File: src/rtl/muldiv_pkg.sv
// Shared definitions for the sequential multiply/divide unit: operation
// encodings, FSM states and small operation-class helpers.
package muldiv_pkg;

  typedef enum logic [2:0] {
    MD_MULT  = 3'd0,
    MD_MULTU = 3'd1,
    MD_DIV   = 3'd2,
    MD_DIVU  = 3'd3,
    MD_MTHI  = 3'd4,
    MD_MTLO  = 3'd5,
    MD_MADD  = 3'd6,
    MD_MADDU = 3'd7
  } md_op_e;

  typedef enum logic [1:0] {
    MD_IDLE   = 2'd0,
    MD_BUSY   = 2'd1,
    MD_FINISH = 2'd2
  } md_state_e;

  function automatic logic is_signed_op(input md_op_e op);
    return (op == MD_MULT) || (op == MD_DIV) || (op == MD_MADD);
  endfunction

  function automatic logic is_div_op(input md_op_e op);
    return (op == MD_DIV) || (op == MD_DIVU);
  endfunction

endpackage

File: src/rtl/muldiv_seq_unit_if.sv
// Execute-stage handshake and HI/LO result bus of the multiply/divide unit.
interface muldiv_seq_unit_if #(
  parameter int WIDTH = 32
);
  logic               start;
  muldiv_pkg::md_op_e op;
  logic [WIDTH-1:0]   a;
  logic [WIDTH-1:0]   b;
  logic               flush;
  logic               ready;
  logic               busy;
  logic               done;
  logic               div_by_zero;
  logic [WIDTH-1:0]   hi;
  logic [WIDTH-1:0]   lo;

  modport master (
    output start, op, a, b, flush,
    input  ready, busy, done, div_by_zero, hi, lo
  );

  modport slave (
    input  start, op, a, b, flush,
    output ready, busy, done, div_by_zero, hi, lo
  );
endinterface

File: src/rtl/muldiv_step.sv
// One iteration of the shared datapath on {acc, q}: shift-add multiply
// step (right shift) or restoring-division step (left shift).
module muldiv_step #(
  parameter int WIDTH = 32
) (
  input  logic             is_div,
  input  logic [WIDTH-1:0] acc,
  input  logic [WIDTH-1:0] q,
  input  logic [WIDTH-1:0] m,
  output logic [WIDTH-1:0] acc_next,
  output logic [WIDTH-1:0] q_next
);
  logic [WIDTH:0] sum;
  logic [WIDTH:0] rem_shift;
  logic [WIDTH:0] diff;

  always_comb begin
    sum       = {1'b0, acc} + {1'b0, m};
    rem_shift = {acc, q[WIDTH-1]};
    diff      = rem_shift - {1'b0, m};
    acc_next  = acc;
    q_next    = q;
    if (is_div) begin
      // acc < divisor always holds, so diff[WIDTH] is a clean borrow flag
      if (!diff[WIDTH]) begin
        acc_next = diff[WIDTH-1:0];
        q_next   = {q[WIDTH-2:0], 1'b1};
      end else begin
        acc_next = rem_shift[WIDTH-1:0];
        q_next   = {q[WIDTH-2:0], 1'b0};
      end
    end else if (q[0]) begin
      {acc_next, q_next} = {sum, q[WIDTH-1:1]};
    end else begin
      {acc_next, q_next} = {1'b0, acc, q[WIDTH-1:1]};
    end
  end
endmodule

File: src/rtl/muldiv_seq_unit.sv
// Multi-cycle multiply/divide unit with HI/LO registers and start/busy/done
// handshake. Define MULDIV_MADD_EN to enable MADD/MADDU accumulate ops.
module muldiv_seq_unit
  import muldiv_pkg::*;
#(
  parameter int WIDTH = 32,
  parameter int CNT_W = $clog2(WIDTH + 1)
) (
  input  logic            clk,
  input  logic            rst_n,
  muldiv_seq_unit_if.slave bus
);
  localparam int W2 = 2 * WIDTH;

  md_state_e        state, state_nx;
  logic [CNT_W-1:0] cnt;
  md_op_e           op_in, op_r;
  logic             accept_iter, accept_dbz, wr_hi, wr_lo, wr_nop;
  logic             finish_wr, step_en, last_iter, signed_op;
  logic [WIDTH-1:0] acc, q, m, acc_step, q_step;
  logic             neg_q, neg_r, dbz_r;
  logic [WIDTH-1:0] hi, lo, quot_fix, rem_fix;
  logic [W2-1:0]    prod_fix;
  logic             done, dbz_flag;
  logic signed [WIDTH-1:0] a_s, b_s;

  function automatic logic [WIDTH-1:0] neg_w(input logic [WIDTH-1:0] v, input logic en);
    return en ? (~v + WIDTH'(1)) : v;
  endfunction

  function automatic logic [W2-1:0] neg_2w(input logic [W2-1:0] v, input logic en);
    return en ? (~v + W2'(1)) : v;
  endfunction

  function automatic logic [WIDTH-1:0] mag(input logic signed [WIDTH-1:0] v, input logic en);
    return neg_w(v, en & v[WIDTH-1]);
  endfunction

  assign op_in     = bus.op;
  assign a_s       = bus.a;
  assign b_s       = bus.b;
  assign signed_op = is_signed_op(op_in);
  assign last_iter = (cnt == CNT_W'(WIDTH - 1));

  always_ff @(posedge clk or negedge rst_n) begin
    if (!rst_n) begin
      state <= MD_IDLE;
      cnt   <= '0;
    end else begin
      state <= state_nx;
      if (accept_iter || accept_dbz) cnt <= '0;
      else if (step_en)              cnt <= cnt + CNT_W'(1);
    end
  end

  always_comb begin
    state_nx    = state;
    accept_iter = 1'b0;
    accept_dbz  = 1'b0;
    wr_hi       = 1'b0;
    wr_lo       = 1'b0;
    wr_nop      = 1'b0;
    finish_wr   = 1'b0;
    step_en     = 1'b0;
    case (state)
      MD_IDLE: begin
        // a flush in the same cycle squashes the request outright
        if (bus.start && !bus.flush) begin
          case (op_in)
            MD_MULT, MD_MULTU: begin
              accept_iter = 1'b1;
              state_nx    = MD_BUSY;
            end
            MD_DIV, MD_DIVU: begin
              if (bus.b == '0) begin
                accept_dbz = 1'b1;
                state_nx   = MD_FINISH;
              end else begin
                accept_iter = 1'b1;
                state_nx    = MD_BUSY;
              end
            end
            MD_MTHI: wr_hi = 1'b1;
            MD_MTLO: wr_lo = 1'b1;
`ifdef MULDIV_MADD_EN
            MD_MADD, MD_MADDU: begin
              accept_iter = 1'b1;
              state_nx    = MD_BUSY;
            end
`endif
            default: wr_nop = 1'b1;
          endcase
        end
      end
      MD_BUSY: begin
        if (bus.flush) begin
          state_nx = MD_IDLE;
        end else begin
          step_en = 1'b1;
          if (last_iter) state_nx = MD_FINISH;
        end
      end
      MD_FINISH: begin
        state_nx  = MD_IDLE;
        finish_wr = !bus.flush;
      end
      default: state_nx = MD_IDLE;
    endcase
  end

  // Operands are held as magnitudes; signs are reapplied at FINISH
  always_ff @(posedge clk) begin
    if (accept_iter) begin
      op_r  <= op_in;
      acc   <= '0;
      q     <= is_div_op(op_in) ? mag(a_s, signed_op) : mag(b_s, signed_op);
      m     <= is_div_op(op_in) ? mag(b_s, signed_op) : mag(a_s, signed_op);
      neg_q <= signed_op & (a_s[WIDTH-1] ^ b_s[WIDTH-1]);
      neg_r <= signed_op & a_s[WIDTH-1];
      dbz_r <= 1'b0;
    end else if (accept_dbz) begin
      op_r  <= op_in;
      acc   <= bus.a;
      q     <= '1;
      neg_q <= 1'b0;
      neg_r <= 1'b0;
      dbz_r <= 1'b1;
    end else if (step_en) begin
      acc <= acc_step;
      q   <= q_step;
    end
  end

  muldiv_step #(.WIDTH(WIDTH)) u_step (
    .is_div   (is_div_op(op_r)),
    .acc      (acc),
    .q        (q),
    .m        (m),
    .acc_next (acc_step),
    .q_next   (q_step)
  );

  assign prod_fix = neg_2w({acc, q}, neg_q);
  assign quot_fix = neg_w(q, neg_q);
  assign rem_fix  = neg_w(acc, neg_r);

  always_ff @(posedge clk or negedge rst_n) begin
    if (!rst_n) begin
      hi       <= '0;
      lo       <= '0;
      done     <= 1'b0;
      dbz_flag <= 1'b0;
    end else begin
      done     <= finish_wr | wr_hi | wr_lo | wr_nop;
      dbz_flag <= finish_wr & dbz_r;
      if (wr_hi) hi <= bus.a;
      if (wr_lo) lo <= bus.a;
      if (finish_wr) begin
        if (is_div_op(op_r)) begin
          hi <= rem_fix;
          lo <= quot_fix;
        end
`ifdef MULDIV_MADD_EN
        else if (op_r == MD_MADD || op_r == MD_MADDU) begin
          {hi, lo} <= {hi, lo} + prod_fix;
        end
`endif
        else begin
          {hi, lo} <= prod_fix;
        end
      end
    end
  end

  assign bus.ready       = (state == MD_IDLE);
  assign bus.busy        = (state != MD_IDLE);
  assign bus.done        = done;
  assign bus.div_by_zero = dbz_flag;
  assign bus.hi          = hi;
  assign bus.lo          = lo;
endmodule

File: src/flat_wrapper.sv
// flat-port wrapper written by rule: the top's interface ports become plain ports
module muldiv_seq_unit_flat import muldiv_pkg::*;
#(
  parameter int WIDTH = 32,
  parameter int CNT_W = $clog2(WIDTH + 1)
)
  (clk, rst_n, bus_start, bus_op, bus_a, bus_b, bus_flush, bus_ready, bus_busy, bus_done, bus_div_by_zero, bus_hi, bus_lo);
  muldiv_seq_unit_if #(.WIDTH(WIDTH)) bus_i ();
  input  logic clk;
  input  logic rst_n;
  input wire logic [$bits(bus_i.start)-1:0] bus_start;
  input wire logic [$bits(bus_i.op)-1:0] bus_op;
  input wire logic [$bits(bus_i.a)-1:0] bus_a;
  input wire logic [$bits(bus_i.b)-1:0] bus_b;
  input wire logic [$bits(bus_i.flush)-1:0] bus_flush;
  output wire logic [$bits(bus_i.ready)-1:0] bus_ready;
  output wire logic [$bits(bus_i.busy)-1:0] bus_busy;
  output wire logic [$bits(bus_i.done)-1:0] bus_done;
  output wire logic [$bits(bus_i.div_by_zero)-1:0] bus_div_by_zero;
  output wire logic [$bits(bus_i.hi)-1:0] bus_hi;
  output wire logic [$bits(bus_i.lo)-1:0] bus_lo;
  assign bus_i.start = bus_start;
  assign bus_i.op = bus_op;
  assign bus_i.a = bus_a;
  assign bus_i.b = bus_b;
  assign bus_i.flush = bus_flush;
  assign bus_ready = bus_i.ready;
  assign bus_busy = bus_i.busy;
  assign bus_done = bus_i.done;
  assign bus_div_by_zero = bus_i.div_by_zero;
  assign bus_hi = bus_i.hi;
  assign bus_lo = bus_i.lo;
  muldiv_seq_unit #(.WIDTH(WIDTH), .CNT_W(CNT_W)) u_core (.clk(clk), .rst_n(rst_n), .bus(bus_i));
endmodule
File: config.mk
export PLATFORM = sky130hd
export DESIGN_NAME = muldiv_seq_unit_flat
export DESIGN_NICKNAME = d
export VERILOG_FILES = /design/src/rtl/muldiv_pkg.sv /design/src/rtl/muldiv_seq_unit_if.sv /design/src/rtl/muldiv_step.sv /design/src/rtl/muldiv_seq_unit.sv /design/src/flat_wrapper.sv
export SDC_FILE = /design/constraint.sdc
export NUM_CORES = 1
export LEC_CHECK = 0
export ABC_AREA = 1
export CAP_MARGIN = 10
export CORE_UTILIZATION = 34
export CTS_CLUSTER_DIAMETER = 150
export DETAILED_ROUTE_END_ITERATION = 12
export DONT_BUFFER_PORTS = 1
export GPL_TIMING_DRIVEN = 0
export PLACE_DENSITY = 0.5
export REMOVE_ABC_BUFFERS = 1
export SYNTH_ARGS = -nofsm -noshare
export SYNTH_HDL_FRONTEND = slang
export SYNTH_SLANG_ARGS = --single-unit
File: constraint.sdc
create_clock -name clk -period 2.6 [get_ports clk]
set_input_delay 0.39 -clock clk [delete_from_list [all_inputs] [get_ports clk]]
set_output_delay 0.39 -clock clk [all_outputs]
set_load 0.02 [all_outputs]
==> flow_summary.json <==
{
  "cts.sinks": 175,
  "grt_overflow": 0,
  "ant_nets": 0,
  "cts_root_buffer": "clkbuf_16",
  "power_density_nw_per_um2": 1160,
  "syn2layout_area_growth_pct": 16.6,
  "slowest_delay_ns": 0.54,
  "port_buffers": 0,
  "crit_arrival_ns": 3.20,
  "syn_area_um2": 18000,
  "ys_types": 60,
  "avgViaCountPerCell": 5.53,
  "wl_per_cell_um": 23.2,
  "hp-class": "primary input to flip-flop",
  "start_util_pct": 34.8,
  "post-route-period-util_pct": 109,
  "violations": "setup timing",
  "worst_slew_pin_slew_ns": 0.940,
  "crit_top_cell": "nand2_8",
  "layout_setup_ws_ns": -0.246,
  "core_um2": 51800,
  "reg2regPathDepth": 16,
  "async_reset_ff_share_pct": 42.3,
  "slew_viol_final": 0,
  "postLayoutCoreUtil_pct": 40.5,
  "crit_cells": 16,
  "n_antenna_cell": 0,
  "wl_mm": 84.7,
  "drt_iter0_drc": 1804,
  "finClkSkew_ns": 0.0144,
  "hold_depth": 2,
  "yosys.area.top_type": "nand2_1",
  "vias": 20200,
  "grt_pass1_wl_mm": 124,
  "htreeDepth": 4,
  "cap_violations": 0,
  "synth_top_cell_area_share_pct": 19.7,
  "slew_headroom_pct": 36.8,
  "cp_slowest_cell": "edfxtp_1",
  "fmax_mhz": 351,
  "path_cells": "inv_2 > ha_4 > fa_2 > inv_2 > nand3_2 > nand2_2 > nand2_2 > nand2_4 > nand2_4 > nand2_8 > nand2_8 > nand3_4 > buf_12 > nand2_8 > o211ai_1 > a21oi_1",
  "timing.hold.ws_ns": 0.0736,
  "fin_nets": 3102,
  "cts_tree": "built",
  "dpl.hpwl_mm": 64.1,
  "drtPass1Iterations": 5,
  "crit_buf_inv": 3,
  "grt_pass1_vias": 19300,
  "seq_area_frac_synth_pct": 25.3,
  "finalHoldViolCount": 0,
  "leakage_nw": 10.0,
  "setup_violations": 35,
  "path_clk_slew_ns": 0.08,
  "ir_worst_vdd_v": 0.000618,
  "avgSynthCellArea_um2": 6.12,
  "status": "finished with violations",
  "period_needed_ns": 2.85,
  "critPathRequiredTime_ns": 2.95,
  "ios": 139,
  "fp.dieH_um": 232,
  "synthFlopType": "dfrtp_1",
  "clock_latency_ns": 0.48,
  "path_class": "flip-flop to flip-flop",
  "clk_path_buf_depth": 2,
  "cts_buffers": 17,
  "end_kind": "flip-flop",
  "grt_max_degree": 75,
  "synth_edf_count": 68,
  "drive_gt1_share_pct": 12.4,
  "startpoint_type": "flip-flop",
  "syn-instance-count": 2941,
  "gp_congestion": 0.964,
  "die_w_um": 232,
  "num_rows": 83,
  "crit_family": "simple AND/OR/NAND/NOR gates",
  "total_power_mw": 24.4,
  "tns_ns": -6.39,
  "antenna_found_initial": 0,
  "rsz0062_at_grt": "true",
  "drc": 0,
  "die_area_um2": 53900,
  "synth_warnings": 0,
  "yosys_register_bits": 175,
  "place_ws_ns": -1.56,
  "worstPathMaxFanout": 10,
  "grt_usage_pct": 31.1,
  "synth.area.top_cells": "nand2_1, edfxtp_1, dfrtp_1"
}
## layout make-up
type                       count  area (µm²)
fill                        5668       30800
clock buffer                  17         425
timing repair inverter         2        20.0
clock inverter                15         173
timing repair buffer          80         986
multi-input combinational   2252       12300
tap                          680         851
sequential                   175        4580
inverter                     432        1690
## synth_stat cells (3+ instances only)
cell        n
o21ai_0   113
o21bai_1   14
clkbuf_1   54
nor3_1     36
nand2_4     9
o31ai_1     3
inv_2      26
nor2_2     12
o211ai_1   56
and2_1      4
o21ai_2     3
nor2_4      7
a21oi_2     7
nand3_1   199
edfxtp_1   68
a32oi_1    10
buf_1       7
buf_4      10
nand3b_1    8
nand4_1    28
a21oi_1   217
nor2_1    261
inv_1     403
o41ai_1     3
or2_2       4
nand3_2     7
o21ai_1    41
a22oi_1     5
o221ai_1   17
a211oi_1   10
dfxtp_1    33
ha_1       69
xnor2_1    25
dfrtp_1    74
nand2_2    20
nor3_2      5
buf_2      17
nand2_1   943
buf_6       5
a31oi_1    11
nor4_1      6
and3_1      3
xor2_1     63
## what timing repair did
item | 4_1_cts | 5_1_grt
hold buffers | 4 | 0
endpoints found under the setup margin | 206 | 163
pin swaps | 27 | 30
setup buffers | 40 | 21
hold endpoints to repair | 76 | 0
gates resized for setup | 110 | 94
gates cloned | 11 | 3
## worst register-to-register path, cell delays in order, from the launching register on
cell and delay [ns]:
edfxtp_1 0.54, inv_2 0.10, ha_4 0.18, fa_2 0.42, inv_2 0.10, nand3_2 0.07, nand2_2 0.11, nand2_2 0.07
nand2_4 0.08, nand2_4 0.07, nand2_8 0.08, nand2_8 0.08, nand3_4 0.10, buf_12 0.17, nand2_8 0.12, o211ai_1 0.35
a21oi_1 0.12
## flip-flops by register name, summed over array words and instances, names as in the netlist
| register | flops |
|---|---|
| u_core.acc | 32 |
| u_core.bus.div_by_zero | 1 |
| u_core.bus.done | 1 |
| u_core.bus.hi | 32 |
| u_core.bus.lo | 32 |
| u_core.cnt | 6 |
| u_core.dbz_r | 1 |
| u_core.m | 32 |
| u_core.neg_q | 1 |
| u_core.neg_r | 1 |
| u_core.op_r | 2 |
| u_core.q | 32 |
| u_core.state | 2 |
## path summary, 6_finish.rpt
kind                                               end    startpoint  slack (ns)
worst max-delay path                     u_core.acc[8]  u_core.q[31]       -0.25
worst min-delay path                  u_core.bus.hi[8]      bus_a[8]        0.07
worst max register to register           u_core.acc[8]  u_core.q[31]       -0.25
worst min register to register  u_core.bus.div_by_zero  u_core.dbz_r        0.43
max in group asynchronous             u_core.bus.lo[3]         rst_n        1.75
min in group asynchronous       u_core.bus.div_by_zero         rst_n        0.44
## cell usage in the layout, fill, tap and decap left out, types with 7 or more instances in the layout
master | netlist | layout
nand2_1 | 943 | 897
inv_1 | 403 | 397
nor2_1 | 261 | 248
a21oi_1 | 217 | 208
nand3_1 | 199 | 184
o21ai_0 | 113 | 111
dfrtp_1 | 74 | 74
edfxtp_1 | 68 | 68
xor2_1 | 63 | 62
o211ai_1 | 56 | 56
ha_1 | 69 | 54
nand2_2 | 20 | 47
buf_4 | 10 | 47
nor3_1 | 36 | 35
o21ai_1 | 41 | 35
inv_2 | 26 | 28
nand4_1 | 28 | 28
xnor2_1 | 25 | 25
nor2_4 | 7 | 23
nand2_4 | 9 | 22
nand3_2 | 7 | 17
clkbuf_16 | 0 | 17
dfxtp_2 | 0 | 17
o221ai_1 | 17 | 16
buf_12 | 0 | 16
dfxtp_1 | 33 | 16
a21oi_2 | 7 | 15
nand2_8 | 0 | 14
o21bai_1 | 14 | 14
nor2_2 | 12 | 12
a31oi_1 | 11 | 11
o21ai_2 | 3 | 10
a211oi_1 | 10 | 10
a32oi_1 | 10 | 10
ha_2 | 0 | 10
nand3_4 | 2 | 8
nand3b_1 | 8 | 8
inv_8 | 0 | 7
buf_16 | 0 | 7
## logic make-up after synthesis
kind of cell	share of synthesized area [%]
adder cells (fa/ha/maj)	5.02
XOR/XNOR	4.28
buffers and inverters	11.6
flip-flops	25.3
AND/OR/NAND/NOR	37.2
AO/OA/AOI/OAI	16.6
## metrics by stage
step | cells | area, µm²
global placement | 3527 | 18400
floorplan | 2847 | 17500
CTS | 3629 | 20400
detailed placement | 3542 | 18800
global route | 3653 | 21000
finish | 3653 | 21000
## power by group
part | switching, mW | internal, mW
clock network | 1.39 | 1.38
logic | 9.86 | 5.02
registers | 2.42 | 4.32
## metal layers
metal	part of all wire, %	global-route usage, %
met1	43	41.0
met3	6.3	4.21
met5	0	0
met4	4.5	13.1
met2	46	50.8
No activity file was read; power rests on OpenSTA's default activity.
